**config.mk**
```make
export PLATFORM = sky130hd
export DESIGN_NAME = fft_frame_buffer
export DESIGN_NICKNAME = d
export VERILOG_FILES = /design/src/rtl/fft_pkg.sv /design/src/rtl/fft_capture_ram.sv /design/src/rtl/fft_frame_buffer.sv
export SDC_FILE = /design/constraint.sdc
export NUM_CORES = 1
export LEC_CHECK = 0
export CELL_PAD_IN_SITES_DETAIL_PLACEMENT = 2
export CELL_PAD_IN_SITES_GLOBAL_PLACEMENT = 2
export CORE_UTILIZATION = 37
export DETAILED_ROUTE_END_ITERATION = 8
export PLACE_DENSITY_LB_ADDON = 0.1
export RECOVER_POWER = 25
export SYNTH_ARGS = -nofsm -noshare
export SYNTH_HDL_FRONTEND = slang
export SYNTH_HIERARCHICAL = 1
export SYNTH_SLANG_ARGS = --single-unit
```
**constraint.sdc**
```tcl
create_clock -name clk -period 8.1 [get_ports clk]
set_clock_uncertainty 0.05 [all_clocks]
set_input_delay 2.43 -clock clk [delete_from_list [all_inputs] [get_ports clk]]
set_output_delay 2.43 -clock clk [all_outputs]
set_load 0.01 [all_outputs]
```
**src/rtl/fft_pkg.sv**
```systemverilog
// Shared types and constants for the FFT front-end: sample/frame types and the
// issue FSM states used by the frame buffer.
package fft_pkg;

  localparam int SAMPLE_W = 18;
  localparam int N_POINTS = 16;
  localparam int IDX_W    = $clog2(N_POINTS);

  typedef logic signed [SAMPLE_W-1:0] sample_t;
  typedef sample_t [N_POINTS-1:0]     frame_t;

  typedef enum logic [1:0] {
    IDLE    = 2'd0,
    ISSUE   = 2'd1,
    HOLDOFF = 2'd2
  } state_t;

endpackage

```
**src/rtl/fft_capture_ram.sv**
```systemverilog
// 16-entry sample capture array: one indexed write port, whole-frame parallel read.
module fft_capture_ram
  import fft_pkg::*;
(
  input  logic             clk,
  input  logic             reset,
  input  logic             wr_en,
  input  logic [IDX_W-1:0] wr_idx,
  input  sample_t          wr_data,
  output frame_t           frame
);

  frame_t mem_reg;

  always_ff @(posedge clk) begin
    if (reset) begin
      mem_reg <= '0;
    end else if (wr_en) begin
      mem_reg[wr_idx] <= wr_data;
    end
  end

  assign frame = mem_reg;

endmodule

```
**src/rtl/fft_frame_buffer.sv**
```systemverilog
// Double-buffered 16-sample frame collector feeding the FFT: captures a decimated
// sample stream, holds the last complete frame on t0..t15 and strobes new_t when the FFT is idle.
module fft_frame_buffer #(
  parameter int SAMPLE_W = 18,
  parameter int N_POINTS = 16,
  parameter int DECIM    = 1
) (
  input  logic                       clk,
  input  logic                       reset,
  input  logic signed [SAMPLE_W-1:0] sample_in,
  input  logic                       sample_valid,
  input  logic                       fft_done,
  output logic                       new_t,
  output logic signed [SAMPLE_W-1:0] t0,
  output logic signed [SAMPLE_W-1:0] t1,
  output logic signed [SAMPLE_W-1:0] t2,
  output logic signed [SAMPLE_W-1:0] t3,
  output logic signed [SAMPLE_W-1:0] t4,
  output logic signed [SAMPLE_W-1:0] t5,
  output logic signed [SAMPLE_W-1:0] t6,
  output logic signed [SAMPLE_W-1:0] t7,
  output logic signed [SAMPLE_W-1:0] t8,
  output logic signed [SAMPLE_W-1:0] t9,
  output logic signed [SAMPLE_W-1:0] t10,
  output logic signed [SAMPLE_W-1:0] t11,
  output logic signed [SAMPLE_W-1:0] t12,
  output logic signed [SAMPLE_W-1:0] t13,
  output logic signed [SAMPLE_W-1:0] t14,
  output logic signed [SAMPLE_W-1:0] t15,
  output logic                       frame_pending,
  output logic [7:0]                 overrun_count
);

  import fft_pkg::*;

  if (SAMPLE_W != fft_pkg::SAMPLE_W || N_POINTS != fft_pkg::N_POINTS) begin : g_cfg_err
    $error("fft_frame_buffer: SAMPLE_W/N_POINTS must match fft_pkg (18/16)");
  end
  if (DECIM < 1 || DECIM > 255) begin : g_decim_err
    $error("fft_frame_buffer: DECIM must be in 1..255");
  end

  localparam logic [7:0]       DEC_LAST = 8'(DECIM - 1);
  localparam logic [IDX_W-1:0] IDX_LAST = IDX_W'(N_POINTS - 1);

  logic [7:0]       dec_reg;
  logic [IDX_W-1:0] idx_reg;
  logic             accept;
  logic             frame_done;
  frame_t           cap_frame;
  frame_t           copy_frame;
  frame_t           pend_reg;
  logic             pend_flag_reg;
  logic [7:0]       ovr_reg;
  state_t           state_reg;
  state_t           state_next;

  assign accept     = sample_valid && (dec_reg == 8'd0);
  assign frame_done = accept && (idx_reg == IDX_LAST);

  always_ff @(posedge clk) begin
    if (reset) begin
      dec_reg <= '0;
      idx_reg <= '0;
    end else begin
      if (sample_valid) begin
        dec_reg <= (dec_reg == DEC_LAST) ? 8'd0 : dec_reg + 8'd1;
      end
      if (accept) begin
        idx_reg <= idx_reg + 1'b1;
      end
    end
  end

  fft_capture_ram u_capture_ram (
    .clk     (clk),
    .reset   (reset),
    .wr_en   (accept),
    .wr_idx  (idx_reg),
    .wr_data (sample_in),
    .frame   (cap_frame)
  );

  // The completing sample is still being written, so bypass it into the copy.
  for (genvar gi = 0; gi < N_POINTS; gi++) begin : g_copy
    assign copy_frame[gi] = (idx_reg == IDX_W'(gi)) ? sample_in : cap_frame[gi];
  end

  always_ff @(posedge clk) begin
    if (reset) begin
      pend_reg      <= '0;
      pend_flag_reg <= 1'b0;
      ovr_reg       <= '0;
    end else begin
      if (frame_done) begin
        pend_reg      <= copy_frame;
        pend_flag_reg <= 1'b1;
        // The ISSUE cycle hands the old frame to the FFT, so replacing it then is not a loss.
        if (pend_flag_reg && state_reg != ISSUE && ovr_reg != 8'hFF) begin
          ovr_reg <= ovr_reg + 8'd1;
        end
      end else if (state_reg == ISSUE) begin
        pend_flag_reg <= 1'b0;
      end
    end
  end

  always_ff @(posedge clk) begin
    if (reset) begin
      state_reg <= IDLE;
    end else begin
      state_reg <= state_next;
    end
  end

  // HOLDOFF masks the cycle in which the FFT has not yet dropped fft_done.
  always_comb begin
    state_next = state_reg;
    case (state_reg)
      IDLE:    if (pend_flag_reg && fft_done) state_next = ISSUE;
      ISSUE:   state_next = HOLDOFF;
      HOLDOFF: state_next = IDLE;
      default: state_next = IDLE;
    endcase
  end

  assign new_t         = (state_reg == ISSUE);
  assign frame_pending = pend_flag_reg;
  assign overrun_count = ovr_reg;

  assign t0  = pend_reg[0];
  assign t1  = pend_reg[1];
  assign t2  = pend_reg[2];
  assign t3  = pend_reg[3];
  assign t4  = pend_reg[4];
  assign t5  = pend_reg[5];
  assign t6  = pend_reg[6];
  assign t7  = pend_reg[7];
  assign t8  = pend_reg[8];
  assign t9  = pend_reg[9];
  assign t10 = pend_reg[10];
  assign t11 = pend_reg[11];
  assign t12 = pend_reg[12];
  assign t13 = pend_reg[13];
  assign t14 = pend_reg[14];
  assign t15 = pend_reg[15];

endmodule

```
==> summary.md, run 1 <==
| Metric | Value |
|---|---|
| Die width | `roughly 250 um` |
| Vias in the first global route | `about 19,000` |
| Pwr Density | `between 200 and 250 nW/um^2` |
| H-tree depth | `3` |
| Crit end category | `flip-flop` |
| Worst-Margin Slew | `about 3 ns` |
| Clk sink count | `approximately 580` |
| Worst path depth | `6` |
| Violated checks | `DRC, capacitance limit, slew limit` |
| Hold EP | `state_reg[0]` |
| DR WL/cell | `roughly 22 um` |
| Vias/cell | `about 5.1` |
| Total track usage | `0.241` |
| Post-Synthesis Cells | `between 2,000 and 2,500` |
| RR Startpoint | `idx_reg[2]` |
| Max reg flops | `270` |
| Most frequent cells in the layout | `dfxtp_1, nand2_1, mux2i_1` |
| Sequential power share | `0.471` |
| Slew Viols, Final | `76` |
| Post-CTS Setup Inserts | `0` |
| Critical path launch point type | `primary input` |
| Clk Latency, worst-skew pair | `0.59 ns` |
| Total number of vias | `about 17,000` |
| Final Setup Violations | `0` |
| Post_cts resized | `0` |
| Final wirelength | `~74,000 um` |
| Mapped cell area | `~22,000 um^2` |
| Ant. Diodes | `0` |
| Sw power | `0.00137 W` |
| Area Growth Syn to Fin | `25.3%` |
| Num CTS Buffers | `67` |
| Die area | `about 60,000 um^2` |
| Core area | `between 50,000 and 60,000 um^2` |
| Worst Path Arrival | `about 6.4 ns` |
| Combinational share of power | `0.034` |
| Leak Pwr | `12.0 nW` |
| Setup CP Type | `primary input to flip-flop` |
| Fmax achieved | `roughly 0.17 GHz` |
| Period utilisation layout | `0.740` |
| Largest net degree at the start of global routing | `~230` |
| Max-cap violations | `1` |
| Clock power frac | `0.495` |
| Worst min path class | `flip-flop to flip-flop` |
| R2R cell count | `5` |
| HP Start | `state_reg[1]` |
| Final Net Count | `between 2,000 and 3,000` |
| Unrepaired setup endpoints after global routing | `no` |
| Setup TNS | `0 ns` |
| Min cycle time layout | `roughly 6.0 ns` |
| First-pass GRT wire length | `111,000 um` |
| Pint | `about 0.0048 W` |
| Commonest non-fill, non-tap cell in the layout | `dfxtp_1` |
| Syn avg cell area | `9.49 um^2` |
| Worst VDD drop | `around 150 uV` |
| FP Rows | `89` |
| Worst r2r dst | `t4[8]` |
| Layout cells sized above 1 | `0.0594` |
| Hold Crit Depth | `1` |
| Total gr overflow | `0` |
| Clk buf depth | `3` |
| CTS root buf | `clkbuf_16` |
| Initial antenna violation count | `1` |
| DR pass1 iterations | `7` |
| I/O Pins | `320` |
| Buf/Inv on CP | `2` |
| Port buffer count | `approximately 320` |
| Final GP Congestion | `about 0.76` |
| # DRC | `28` |
| CP Data Required Time | `around 8.5 ns` |
| CTS tree | `done` |
| Max-slew headroom | `-1.05` |
| Starting density of the core | `0.375` |
| Total power | `around 0.0061 W` |
| Die height | `about 250 um` |
| Reg2Reg Setup Slack | `roughly 4.3 ns` |
| Slowest-stage cell, CP | `and4_1` |
| Hold buffers post-CTS | `0` |
| Post-detail-place hpwl | `45,400 um` |
| Drt initial violations | `751` |
| CP Cell Sequence | `dlygate4sd3_1, nor4b_1, and4_1, buf_12, nand2_1, a21oi_1` |
| Critical path's largest stage delay | `~1.2 ns` |
| Synth warn | `6` |
| Status | `finished, violations left` |
| Post-synth net total | `between 2,000 and 2,500` |
| Crit Path Max Fanout | `about 230` |
| Final Hold Viols | `0` |
| Detail Route Antenna Nets | `0` |
| Crit-path leading delay family | `simple AND/OR/NAND/NOR gates` |
| Worst-path clk slew | `0.05 ns` |
| Sw frac | `0.222` |
==> power groups by stage <==
stage | Clock, W | Sequential, W | Combinational (W)
floorplan | 0 | 0.00295 | 0.000134
global placement | 0 | 0.00295 | 0.000210
global route | 0.00323 | 0.00289 | 0.000223
finish | 0.00304 | 0.00289 | 0.000211
CTS | 0.00311 | 0.00289 | 0.000214
detailed placement | 0 | 0.00295 | 0.000213
==> per-stage QoR <==
| stage | hold WS [ns] | instance area (um^2) | cells | worst slack [ns] | util |
|---|---|---|---|---|---|
| final | 0.366 | 27700 | 3367 | 2.10 | 0.469 |
| after global routing | 0.392 | 27700 | 3367 | 1.93 | 0.469 |
| after CTS | 0.375 | 27800 | 3367 | 3.19 | 0.470 |
| after detailed placement | 0.367 | 25600 | 3251 | 2.58 | 0.432 |
| after global placement | 0.345 | 25600 | 3251 | 2.69 | 0.432 |
| after floorplan | 0.338 | 22100 | 2334 | 3.76 | - |
==> cell type report <==
class	instances	area [um^2]
Clock inverter	14	126
Sequential cell	581	11600
Fill cell	6153	31400
Multi-Input combinational cell	1550	9520
Inverter	6	22.5
Clock buffer	102	2080
Tap cell	773	967
Timing Repair Buffer	341	3380
==> worst max path at each step <==
stage                 start                       end
2_1_floorplan  sample_valid   u_capture_ram/frame[61]
3_3_place_gp   sample_valid  u_capture_ram/frame[212]
3_5_place_dp   sample_valid  u_capture_ram/frame[214]
4_1_cts        sample_valid  u_capture_ram/frame[201]
5_1_grt        sample_valid                   t11[14]
6_report       sample_valid                     t4[8]
==> per-layer routing <==
metal | up-vias | track usage | share of wire
met2 | 289 | 0.421 | 0.49
met4 | 0 | 0.0819 | 0.026
li1 | 8107 | - | -
met1 | 8639 | 0.298 | 0.44
met5 | - | 0 | 0
met3 | 101 | 0.0428 | 0.041
No activity file was read; power rests on OpenSTA's default activity.
==> inputs of run 2 (changes only) <==
--- a/config.mk
+++ b/config.mk
@@ -7,7 +7,7 @@
 export LEC_CHECK = 0
 export CELL_PAD_IN_SITES_DETAIL_PLACEMENT = 2
 export CELL_PAD_IN_SITES_GLOBAL_PLACEMENT = 2
-export CORE_UTILIZATION = 37
+export CORE_UTILIZATION = 31
 export DETAILED_ROUTE_END_ITERATION = 8
 export PLACE_DENSITY_LB_ADDON = 0.1
 export RECOVER_POWER = 25
==> constraint.sdc (replaced) <==
create_clock -name clk -period 5.3 [get_ports clk]
set_clock_uncertainty 0.05 [all_clocks]
set_input_delay 1.59 -clock clk [delete_from_list [all_inputs] [get_ports clk]]
set_output_delay 1.59 -clock clk [all_outputs]
set_load 0.01 [all_outputs]
==> summary.md, run 2 (synthesis results as in run 1) <==
| Metric | Value |
|---|---|
| Clk Latency, worst-skew pair | `0.60 ns (about the same)` |
| Clk buf depth | `3 (unchanged)` |
| Final Net Count | `2,572 (-0.16%)` |
| Total track usage | `0.205 (-0.0366)` |
| Violated checks | `capacitance limit, slew limit` |
| Min cycle time layout | `4.42 ns` |
| Worst-path clk slew | `0.06 ns (about the same)` |
| DR pass1 iterations | `5 (-2)` |
| Worst min path class | `flip-flop to flip-flop` |
| Final Setup Violations | `0 (unchanged)` |
| Ant. Diodes | `0 (unchanged)` |
| DR WL/cell | `21.4 um (-2.7%)` |
| Total power | `0.00945 W (+54%)` |
| Crit end category | `flip-flop` |
| Post_cts resized | `0 (unchanged)` |
| Leak Pwr | `12.0 nW (about the same)` |
| Total number of vias | `17,100 (-0.38%)` |
| Final wirelength | `75,700 um (+2.2%)` |
| I/O Pins | `320 (unchanged)` |
| Total gr overflow | `0 (unchanged)` |
| Slew Viols, Final | `128 (+68%)` |
| Setup TNS | `0 ns (unchanged)` |
| Die area | `72,500 um^2 (+19%)` |
| Die height | `269 um (+9.2%)` |
| Unrepaired setup endpoints after global routing | `no` |
| Die width | `269 um (+9.2%)` |
| Worst hold slack | `0.370 ns (+0.00323 ns)` |
| FP Rows | `97 (+9.0%)` |
| Final Hold Viols | `0 (unchanged)` |
| First-pass GRT wire length | `115,000 um (+2.8%)` |
| Core area | `70,400 um^2 (+19%)` |
| Max-slew headroom | `-0.720 (+0.325)` |
| Critical path launch point type | `primary input` |
| Commonest non-fill, non-tap cell in the layout | `dfxtp_1` |
| Most frequent cells in the layout | `dfxtp_1, nand2_1, mux2i_1` |
| CTS root buf | `clkbuf_16` |
| Crit Path Max Fanout | `271 (+19%)` |
| Num CTS Buffers | `68 (+1.5%)` |
| Drt initial violations | `712 (-5.2%)` |
| Initial antenna violation count | `1 (unchanged)` |
| Final GP Congestion | `0.736 (-2.5%)` |
| Vias/cell | `4.83 (-5.1%)` |
| Clk sink count | `581 (unchanged)` |
| Vias in the first global route | `18,500 (-0.43%)` |
| Pwr Density | `338 nW/um^2 (+52%)` |
| Post-CTS Setup Inserts | `0 (unchanged)` |
| Status | `finished, violations left` |
| R2R cell count | `7 (+2)` |
| Starting density of the core | `0.315 (-0.0599)` |
| CTS tree | `done` |
| Area Growth Syn to Fin | `26.5%` |
| Largest net degree at the start of global routing | `272 (+19%)` |
| Fmax achieved | `about 0.23 GHz` |
| Max reg flops | `270 (unchanged)` |
| Max-cap violations | `1 (unchanged)` |
| Setup CP Type | `primary input to flip-flop` |
| Layout cells sized above 1 | `0.0605 (+0.00111)` |
| Detail Route Antenna Nets | `0 (unchanged)` |
| Worst VDD drop | `177 uV (+18%)` |
| Hold Crit Depth | `1 (unchanged)` |
| Post-detail-place hpwl | `46,900 um (+3.2%)` |
| Period utilisation layout | `0.834` |
| # DRC | `0 (-100%)` |
| Worst Path Arrival | `4.79 ns (-1.62 ns)` |
| CP Data Required Time | `5.67 ns (-2.84 ns)` |
| H-tree depth | `3 (unchanged)` |
| Port buffer count | `319 (unchanged)` |
| Hold buffers post-CTS | `0 (unchanged)` |
| Worst-Margin Slew | `2.58 ns (-0.488 ns)` |
-- run 2: changes by cell type in the layout (fill, tap and decap cells not counted), sizes merged --
cell	delta
clkdlybuf4s50	-1
buf	-6
dlygate4sd3	+1
inv	+2
clkbuf	+8
clkinv	-2
-- run 2: routing by layer --
| layer | vias to the layer above | global-route usage | part of all wire |
|---|---|---|---|
| met2 | 270 | 0.356 | 0.49 |
| met3 | 106 | 0.0325 | 0.032 |
| met5 | - | 0 | 0 |
| met1 | 8601 | 0.261 | 0.45 |
| li1 | 8094 | - | - |
| met4 | 0 | 0.0576 | 0.025 |
-- run 2: area by class of cell --
| class | instances | area [um^2] |
|---|---|---|
| Multi-Input combinational cell | 1550 | 9560 |
| Fill cell | 7614 | 42400 |
| Clock buffer | 109 | 2090 |
| Inverter | 6 | 22.5 |
| Tap cell | 940 | 1180 |
| Sequential cell | 581 | 11600 |
| Clock inverter | 14 | 156 |
| Timing Repair Buffer | 336 | 3370 |
-- run 2: power breakdown --
part	total (W)	switching, W	internal (W)	leakage, nW
Sequential	0.00442	0.0000236	0.00440	4.68
Combinational	0.000328	0.000222	0.000105	6.23
Clock	0.00471	0.00190	0.00280	1.10
-- run 2: path summary, 6_finish.rpt --
kind	from	to	slack, ns
worst min register to register	state_reg[1]	state_reg[0]	0.37
worst min-delay path	state_reg[1]	state_reg[0]	0.37
worst max-delay path	reset	u_capture_ram/frame[145]	0.88
worst max register to register	dec_reg[0]	u_capture_ram/frame[31]	2.28
-- run 2: critical path, stage by stage --
cell and delay (ns):
clkbuf_2 1.70, buf_12 0.61, nand2b_1 0.23, mux2i_1 0.08
-- run 2: through the flow --
stage	utilization	instance area, um^2	instances	setup WS [ns]
final	0.398	28000	3536	0.879
after global routing	0.398	28000	3536	0.708
after CTS	0.398	28000	3536	1.26
after detailed placement	0.366	25800	3413	0.648
after global placement	0.366	25800	3413	0.709
after floorplan	-	22100	2334	1.80
